### src/rtl/intersection_phase_scheduler.sv
// Two-approach demand-actuated signal controller: green/yellow/all-red sequencing on a 1 Hz tick.
// Optional emergency preemption (emg_a/emg_b) is built when EMERGENCY_PREEMPT_EN is defined.
module intersection_phase_scheduler #(
  parameter int GREEN_MIN = 10,
  parameter int GREEN_MAX = 60,
  parameter int YELLOW_T  = 5,
  parameter int ALLRED_T  = 2,
  parameter int CW        = 6
) (
  input  logic          clk,
  input  logic          reset,
  input  logic          tick,
  input  logic          sens_a,
  input  logic          sens_b,
`ifdef EMERGENCY_PREEMPT_EN
  input  logic          emg_a,
  input  logic          emg_b,
`endif
  output logic          a_r,
  output logic          a_y,
  output logic          a_g,
  output logic          b_r,
  output logic          b_y,
  output logic          b_g,
  output logic [2:0]    phase,
  output logic [CW-1:0] tmr,
  output logic          dem_a,
  output logic          dem_b
);

  typedef enum logic [2:0] {
    A_GRN = 3'd0, A_YEL = 3'd1, AR_AB = 3'd2,
    B_GRN = 3'd3, B_YEL = 3'd4, AR_BA = 3'd5
  } state_t;

  localparam logic [CW-1:0] G_MIN = CW'(GREEN_MIN);
  localparam logic [CW-1:0] G_MAX = CW'(GREEN_MAX);
  localparam logic [CW-1:0] Y_T   = CW'(YELLOW_T);
  localparam logic [CW-1:0] R_T   = CW'(ALLRED_T);
  localparam logic [CW-1:0] ONE   = CW'(1);

  state_t        state, nxt;
  logic [CW-1:0] tmr_n, e;
  logic          dem_a_n, dem_b_n, exit_a, exit_b;
  logic          hold_a, go_a, hold_b, go_b;

  assign phase = state;

  // A wins a simultaneous request: it holds A green and forces B out.
`ifdef EMERGENCY_PREEMPT_EN
  assign hold_a = emg_a;
  assign go_a   = emg_b & ~emg_a;
  assign go_b   = emg_a;
  assign hold_b = emg_b & ~emg_a;
`else
  assign hold_a = 1'b0;
  assign go_a   = 1'b0;
  assign go_b   = 1'b0;
  assign hold_b = 1'b0;
`endif

  function automatic logic [5:0] lamps_of(input state_t s);
    case (s)
      A_GRN:   lamps_of = 6'b001_100;
      A_YEL:   lamps_of = 6'b010_100;
      B_GRN:   lamps_of = 6'b100_001;
      B_YEL:   lamps_of = 6'b100_010;
      default: lamps_of = 6'b100_100;
    endcase
  endfunction

  always_comb begin
    nxt    = state;
    tmr_n  = tmr;
    e      = (tmr >= G_MAX) ? tmr : tmr + ONE;
    exit_a = go_a | (~hold_a & dem_b & ((e >= G_MAX) | ((e >= G_MIN) & ~sens_a)));
    exit_b = go_b | (~hold_b & dem_a & ((e >= G_MAX) | ((e >= G_MIN) & ~sens_b)));
    case (state)
      A_GRN: if (tick) begin
        if (exit_a) begin nxt = A_YEL; tmr_n = Y_T; end
        else tmr_n = e;
      end
      A_YEL: if (tick) begin
        if (tmr <= ONE) begin nxt = AR_AB; tmr_n = R_T; end
        else tmr_n = tmr - ONE;
      end
      AR_AB: if (tick) begin
        if (tmr <= ONE) begin nxt = B_GRN; tmr_n = '0; end
        else tmr_n = tmr - ONE;
      end
      B_GRN: if (tick) begin
        if (exit_b) begin nxt = B_YEL; tmr_n = Y_T; end
        else tmr_n = e;
      end
      B_YEL: if (tick) begin
        if (tmr <= ONE) begin nxt = AR_BA; tmr_n = R_T; end
        else tmr_n = tmr - ONE;
      end
      AR_BA: if (tick) begin
        if (tmr <= ONE) begin nxt = A_GRN; tmr_n = '0; end
        else tmr_n = tmr - ONE;
      end
      default: begin nxt = AR_BA; tmr_n = R_T; end
    endcase
    // Clearing on green entry wins over a same-cycle set.
    dem_a_n = ((nxt == A_GRN) && (state != A_GRN)) ? 1'b0
            : (dem_a | (sens_a & (state != A_GRN)));
    dem_b_n = ((nxt == B_GRN) && (state != B_GRN)) ? 1'b0
            : (dem_b | (sens_b & (state != B_GRN)));
  end

  always_ff @(posedge clk) begin
    if (!reset) begin
      state <= A_GRN;
      tmr   <= '0;
      dem_a <= 1'b0;
      dem_b <= 1'b0;
      {a_r, a_y, a_g, b_r, b_y, b_g} <= 6'b001_100;
    end else begin
      state <= nxt;
      tmr   <= tmr_n;
      dem_a <= dem_a_n;
      dem_b <= dem_b_n;
      {a_r, a_y, a_g, b_r, b_y, b_g} <= lamps_of(nxt);
    end
  end

endmodule

### config.mk
export PLATFORM = sky130hd
export DESIGN_NAME = intersection_phase_scheduler
export DESIGN_NICKNAME = d
export VERILOG_FILES = /design/src/rtl/intersection_phase_scheduler.sv
export SDC_FILE = /design/constraint.sdc
export NUM_CORES = 1
export LEC_CHECK = 0
export BUFFER_PORTS_ARGS = -buffer_cell sky130_fd_sc_hd__buf_2
export CAP_MARGIN = 20
export CORE_ASPECT_RATIO = 1.5
export CORE_MARGIN = 1
export CORE_UTILIZATION = 58
export CTS_BUF_LIST = sky130_fd_sc_hd__clkbuf_8
export DETAILED_ROUTE_END_ITERATION = 16
export GPL_ROUTABILITY_DRIVEN = 0
export PLACE_DENSITY = 0.82
export REMOVE_ABC_BUFFERS = 1
export SYNTH_ARGS = -nofsm -noshare
export SYNTH_HDL_FRONTEND = slang
export SYNTH_SLANG_ARGS = --single-unit
### constraint.sdc
create_clock -name clk -period 2.76 [get_ports clk]
set_input_delay 0.414 -clock clk [delete_from_list [all_inputs] [get_ports clk]]
set_output_delay 0.414 -clock clk [all_outputs]
set_load 0.05 [all_outputs]
==> flow_summary.toml, run 1 <==
[clocking]
clk_pin_slew_worst_paths_ns = 0.07
h-tree-depth = 1
hold_buffers = 0
cts-root-buf = "clkbuf_8"
numCtsBuffers = 3
cts_setup_buffers = 0
clockBufferDepth = 2
clock-sinks = 17
cts_tree = "yes"
clk_latency_ns = 0.25

[global_routing]
grt_max_degree = 17
grt_pass1_wl_microns = 5260
antenna_found_initial = 0
grt_usage_pct = 30.6
grt_overflow = 0
grt_pass1_vias = 1239

[finish]
layout_commonest_cell = "buf_2"
diodes = 0
drive_above_1_share_pct = 22.5
post-route-cell-area_sq_um = 1420
layout_common_cells = "buf_2, dfxtp_1, nor2_1, a21oi_1, nand2_1"
syn2layout_area_growth_pct = 8.09
stdcell_count = 200
nFillCells = 176
final_nets = 187
utilization_pct = 68.4

[synthesis]
synth_edf_count = 0
syn_inst = 160
yosysWarnings = 0
yosysSeqAreaShare_pct = 25.9
ys_async_sr_fraction_pct = 0
ys_seq_elements = 17
synth_flop_cell = "dfxtp_1"
yosys-top-cells-area = "dfxtp_1, a21oi_1, o21ai_0"
synth_cell_types = 52
yosysTopAreaCellShare_pct = 25.9
synth_area_sq_um = 1320
synth.avg_cell_area_sq_um = 8.22
synth_area_leader_cell = "dfxtp_1"

[power]
internal_power_uw = 388
vdd_drop_max_uv = 349
power_density_nw_per_um2 = 387
p_total_uw = 550
clkPwrFrac_pct = 33.0
swShare_pct = 29.5
power_frac_seq_pct = 47.1
power_leakage_nw = 0.625
combinationalPowerShare_pct = 19.9
p_sw_uw = 162

[worst_hold_path]
hold_path_end = "b_r"
hp-class = "primary input to flip-flop"
holdPathStages = 2
hp-start = "reset"

[worst_setup_path]
start_kind = "flip-flop"
max_stage_delay_ns = 0.49
r2r-start = "tmr[0]"
cpMaxStageDelayCell = "dfxtp_1"
worstPathMaxFanout = 9
rr_endpoint = "b_r"
cp.required_ns = 2.90
critical_path.cell_chain = "inv_1 > ha_1 > nand3b_4 > a2111oi_4 > o2bb2ai_1 > a221o_1 > mux2i_1 > nand2_1"
r2r_cells = 8
worstSetupEndpointType = "flip-flop"
crit_type = "flip-flop to flip-flop"
r2r_slack_ns = 0.20
critPathArrivalTime_ns = 2.70

[sta]
final.period_utilization_pct = 92.8
finClkSkew_ns = 0.00622
final_max_slew_viol_count = 0
layout_setup_ws_ns = 0.200
fmax_ghz = 0.391
slew_headroom_pct = 56.8
worst-slew-pin-transition_ns = 0.648
fin_setup_tns_ns = 0
period_minus_slack_ns = 2.56
whs_ns = 0.388
setup_viol = 0
hold_viol = 0
rsz0062_at_grt = "no"

[detailed_routing]
drtPass1Iterations = 4
wl_microns = 3480
drc_errors = 0
drtIter0Drc = 56
post_drt_via_cell_ratio = 6.86
wl_per_cell_microns = 17.4
dr_total_vias = 1372
drtAntennaViolNets = 0

[place]
numPortBuffers = 21
post-place-cells = 196
place_area_sq_um = 1380
place_ws_ns = 0.235
post-dp-hpwl_microns = 2540

[floorplan]
fp.dieW_microns = 40.9
rows = 20
core_sq_um = 2080
die_area_sq_um = 2470
initial_core_util_pct = 63.3
pin_count = 22
die_h_microns = 60.3

[job]
drv_cap = 0

[status]
status = "finished clean"
-- cells in the mapped netlist (all sizes together) (2+ instances only) --
cell type,instances
a21boi,2
a21oi,15
a221o,2
a2bb2oi,2
a31oi,4
a41oi,2
and3,6
buf,4
clkbuf,4
dfxtp,17
ha,3
inv,7
nand2,13
nand3,4
nor2,16
nor3,8
nor3b,3
nor4,2
o211a,2
o21ai,14
o2bb2ai,2
o31a,2
o31ai,2
xnor2,2
-- cells by family after synthesis --
group | count (synthesis) | share of synthesized area (%)
muxes | 1 | 0.761
buffers and inverters | 16 | 8.28
xor gates and xnor gates | 3 | 2.00
adders and majority gates | 3 | 2.85
AOI/OAI and AO/OA | 62 | 35.7
DFF | 17 | 25.9
and+or+nand+nor | 58 | 24.5
-- layer usage --
metal,global-route usage (%),wire length [microns]
met5,0,0
met4,13.8,92
met3,3.72,193
met2,57.8,1850
met1,30.1,1340
-- area by class of cell --
type                    count  area, sq um  share of cell area, %
repair buffers             22          113                   7.92
clock inverters             1         3.75                  0.264
clock buffers               3         41.3                   2.90
well taps                  22         27.5                   1.94
inverters                   8         30.0                   2.11
multi-input cells         127          866                   60.9
flip-flops and latches     17          340                   23.9
-- critical path: cells and delay by family, from the launching register on --
kind | cells | cell delay [ns]
AOI/OAI and AO/OA | 3 | 1.04
buffers and inverters | 1 | 0.14
muxes | 1 | 0.15
adders and majority gates | 1 | 0.37
DFF | 1 | 0.49
and+or+nand+nor | 2 | 0.25
-- power groups by stage --
stage	Clock [mW]	Sequential [mW]	Combinational [mW]
2_1_floorplan	0	0.278	0.0668
3_3_place_gp	0	0.263	0.105
3_5_place_dp	0	0.264	0.106
4_1_cts	0.183	0.259	0.108
5_1_grt	0.194	0.260	0.119
6_report	0.182	0.259	0.110
-- worst max-delay path by stage --
stage                       from  endpoint  slack, ns
final                     tmr[0]       b_r       0.20
after CTS                 tmr[0]       b_r       0.20
after global routing      tmr[0]       b_r       0.04
after detailed placement  tmr[0]       b_r       0.24
after global placement    tmr[0]       b_r       0.34
after floorplan           tmr[0]       b_r       0.16
-- registers in the layout (all words and copies together), names as in the netlist --
register / count
tmr: 6
dem_a: 1
b_y: 1
b_r: 1
dem_b: 1
b_g: 1
phase: 3
a_r: 1
a_y: 1
a_g: 1
-- repair_timing --
item                                    4_1_cts  5_1_grt
gates resized for setup                       0        1
hold endpoints to repair                      0        0
endpoints found under the setup margin        0        1
(Power assumes the default switching activity.)
==> run 2, diff against run 1 <==
CORE_MARGIN = 4   (was 1)
==> flow_summary.toml, run 2 (synthesis results as in run 1) <==
[status]
status = "finished clean"

[clocking]
clk_pin_slew_worst_paths_ns = 0.07
clk_latency_ns = 0.26
cts_tree = "yes"
clockBufferDepth = 2
clock-sinks = 17
hold_buffers = 0
cts-root-buf = "clkbuf_8"
numCtsBuffers = 3
h-tree-depth = 1

[sta]
slew_headroom_pct = 55.2
fmax_ghz = 0.386
finClkSkew_ns = 0.00425
setup_viol = 0
rsz0062_at_grt = "no"
final.period_utilization_pct = 94.0
period_minus_slack_ns = 2.59
hold_viol = 0
final_max_slew_viol_count = 0
worst-slew-pin-transition_ns = 0.667
fin_setup_tns_ns = 0

[power]
vdd_drop_max_uv = 330
power_density_nw_per_um2 = 398
power_leakage_nw = 0.629

[global_routing]
grt_overflow = 0
grt_pass1_vias = 1276
grt_pass1_wl_microns = 5930
grt_max_degree = 17
antenna_found_initial = 0
grt_usage_pct = 25.8

[floorplan]
die_area_sq_um = 3110
die_h_microns = 66.3
rows = 20
pin_count = 22
core_sq_um = 2100
fp.dieW_microns = 46.9
initial_core_util_pct = 62.6

[finish]
nFillCells = 197
largest_register = "tmr"
stdcell_count = 201
syn2layout_area_growth_pct = 8.75
layout_commonest_cell = "buf_2"
final_nets = 188
drive_above_1_share_pct = 23.5
layout_common_cells = "buf_2, dfxtp_1, nor2_1, a21oi_1"
post-route-cell-area_sq_um = 1430
diodes = 0
largest_reg_flops = 6

[place]
place_area_sq_um = 1380
post-dp-hpwl_microns = 2650
numPortBuffers = 21
post-place-cells = 197

[detailed_routing]
wl_microns = 3630
post_drt_via_cell_ratio = 6.88
drtPass1Iterations = 4
drtAntennaViolNets = 0
dr_total_vias = 1383
drc_errors = 0
drtIter0Drc = 69
wl_per_cell_microns = 18.1

[worst_setup_path]
cp.required_ns = 2.92
r2r_cells = 8
critical_path.cell_chain = "inv_1 > ha_1 > nand3b_4 > a2111oi_4 > o2bb2ai_1 > a221o_1 > mux2i_1 > nand2_1"
r2r_slack_ns = 0.17
crit_family = "compound AO/OA/AOI/OAI gates"
max_stage_delay_ns = 0.47
cpMaxStageDelayCell = "a2111oi_4"
r2r-start = "tmr[1]"
worstPathMaxFanout = 7
worstSetupEndpointType = "flip-flop"
crit_type = "flip-flop to flip-flop"
start_kind = "flip-flop"
critPathArrivalTime_ns = 2.75
rr_endpoint = "b_r"
crit_buf_inv = 1

[job]
drv_cap = 0

[worst_hold_path]
hp-start = "reset"
hp-class = "primary input to flip-flop"
hold_path_end = "b_r"
holdPathStages = 2
[run 2: changes by cell type in the layout (fill, tap and decap cells not counted), sizes merged]
| cell | before | now |
|---|---|---|
| buf | 22 | 23 |
| clkinv | 1 | 2 |
| inv | 8 | 7 |
[run 2: area by class of cell]
type,count,area [sq um],area share (%)
Multi-Input combinational cell,127,866,60.5
Sequential cell,17,340,23.8
Timing Repair Buffer,23,120,8.40
Clock buffer,3,41.3,2.89
Inverter,8,30.0,2.10
Tap cell,22,27.5,1.92
Clock inverter,1,5.00,0.350
[run 2: power breakdown]
group	leakage (nW)	switching [mW]	internal, mW
logic	0.465	0.0720	0.0395
clock network	0.0255	0.0982	0.101
registers	0.138	0.00865	0.250
[run 2: through the flow]
stage / power, mW / setup WS [ns] / hold WS, ns / utilization, %
final: 0.569 / 0.167 / 0.370 / 68.0
after global routing: 0.589 / 0.00355 / 0.379 / 68.0
after CTS: 0.565 / 0.166 / 0.373 / 68.0
after detailed placement: 0.372 / 0.190 / 0.576 / 65.8
after global placement: 0.369 / 0.330 / 0.575 / 65.8
after floorplan: 0.345 / 0.163 / 0.476 / -
[run 2: worst max-delay path by stage]
stage | to | start | slack [ns] | cells after the start
2_1_floorplan | b_r | tmr[0] | 0.16 | 8
3_3_place_gp | b_r | tmr[1] | 0.33 | 8
3_5_place_dp | b_r | tmr[0] | 0.19 | 8
4_1_cts | b_r | tmr[0] | 0.17 | 8
5_1_grt | b_r | tmr[1] | 0.004 | 8
6_report | b_r | tmr[1] | 0.17 | 8
[run 2: metal layers]
layer  part of all wire (%)  vias to the layer above  global-route usage (%)
met3                    5.6                       19                    3.00
li1                       -                      640                       -
met2                     51                       66                    45.1
met1                     39                      658                    28.7
met5                      0                        -                       0
met4                    4.3                        0                    13.1
[run 2: repair_timing]
item | 4_1_cts | 5_1_grt
endpoints found under the hold margin | 0 | 0
setup buffers | 0 | 0
gates resized for setup | 0 | 1
endpoints found under the setup margin | 0 | 1
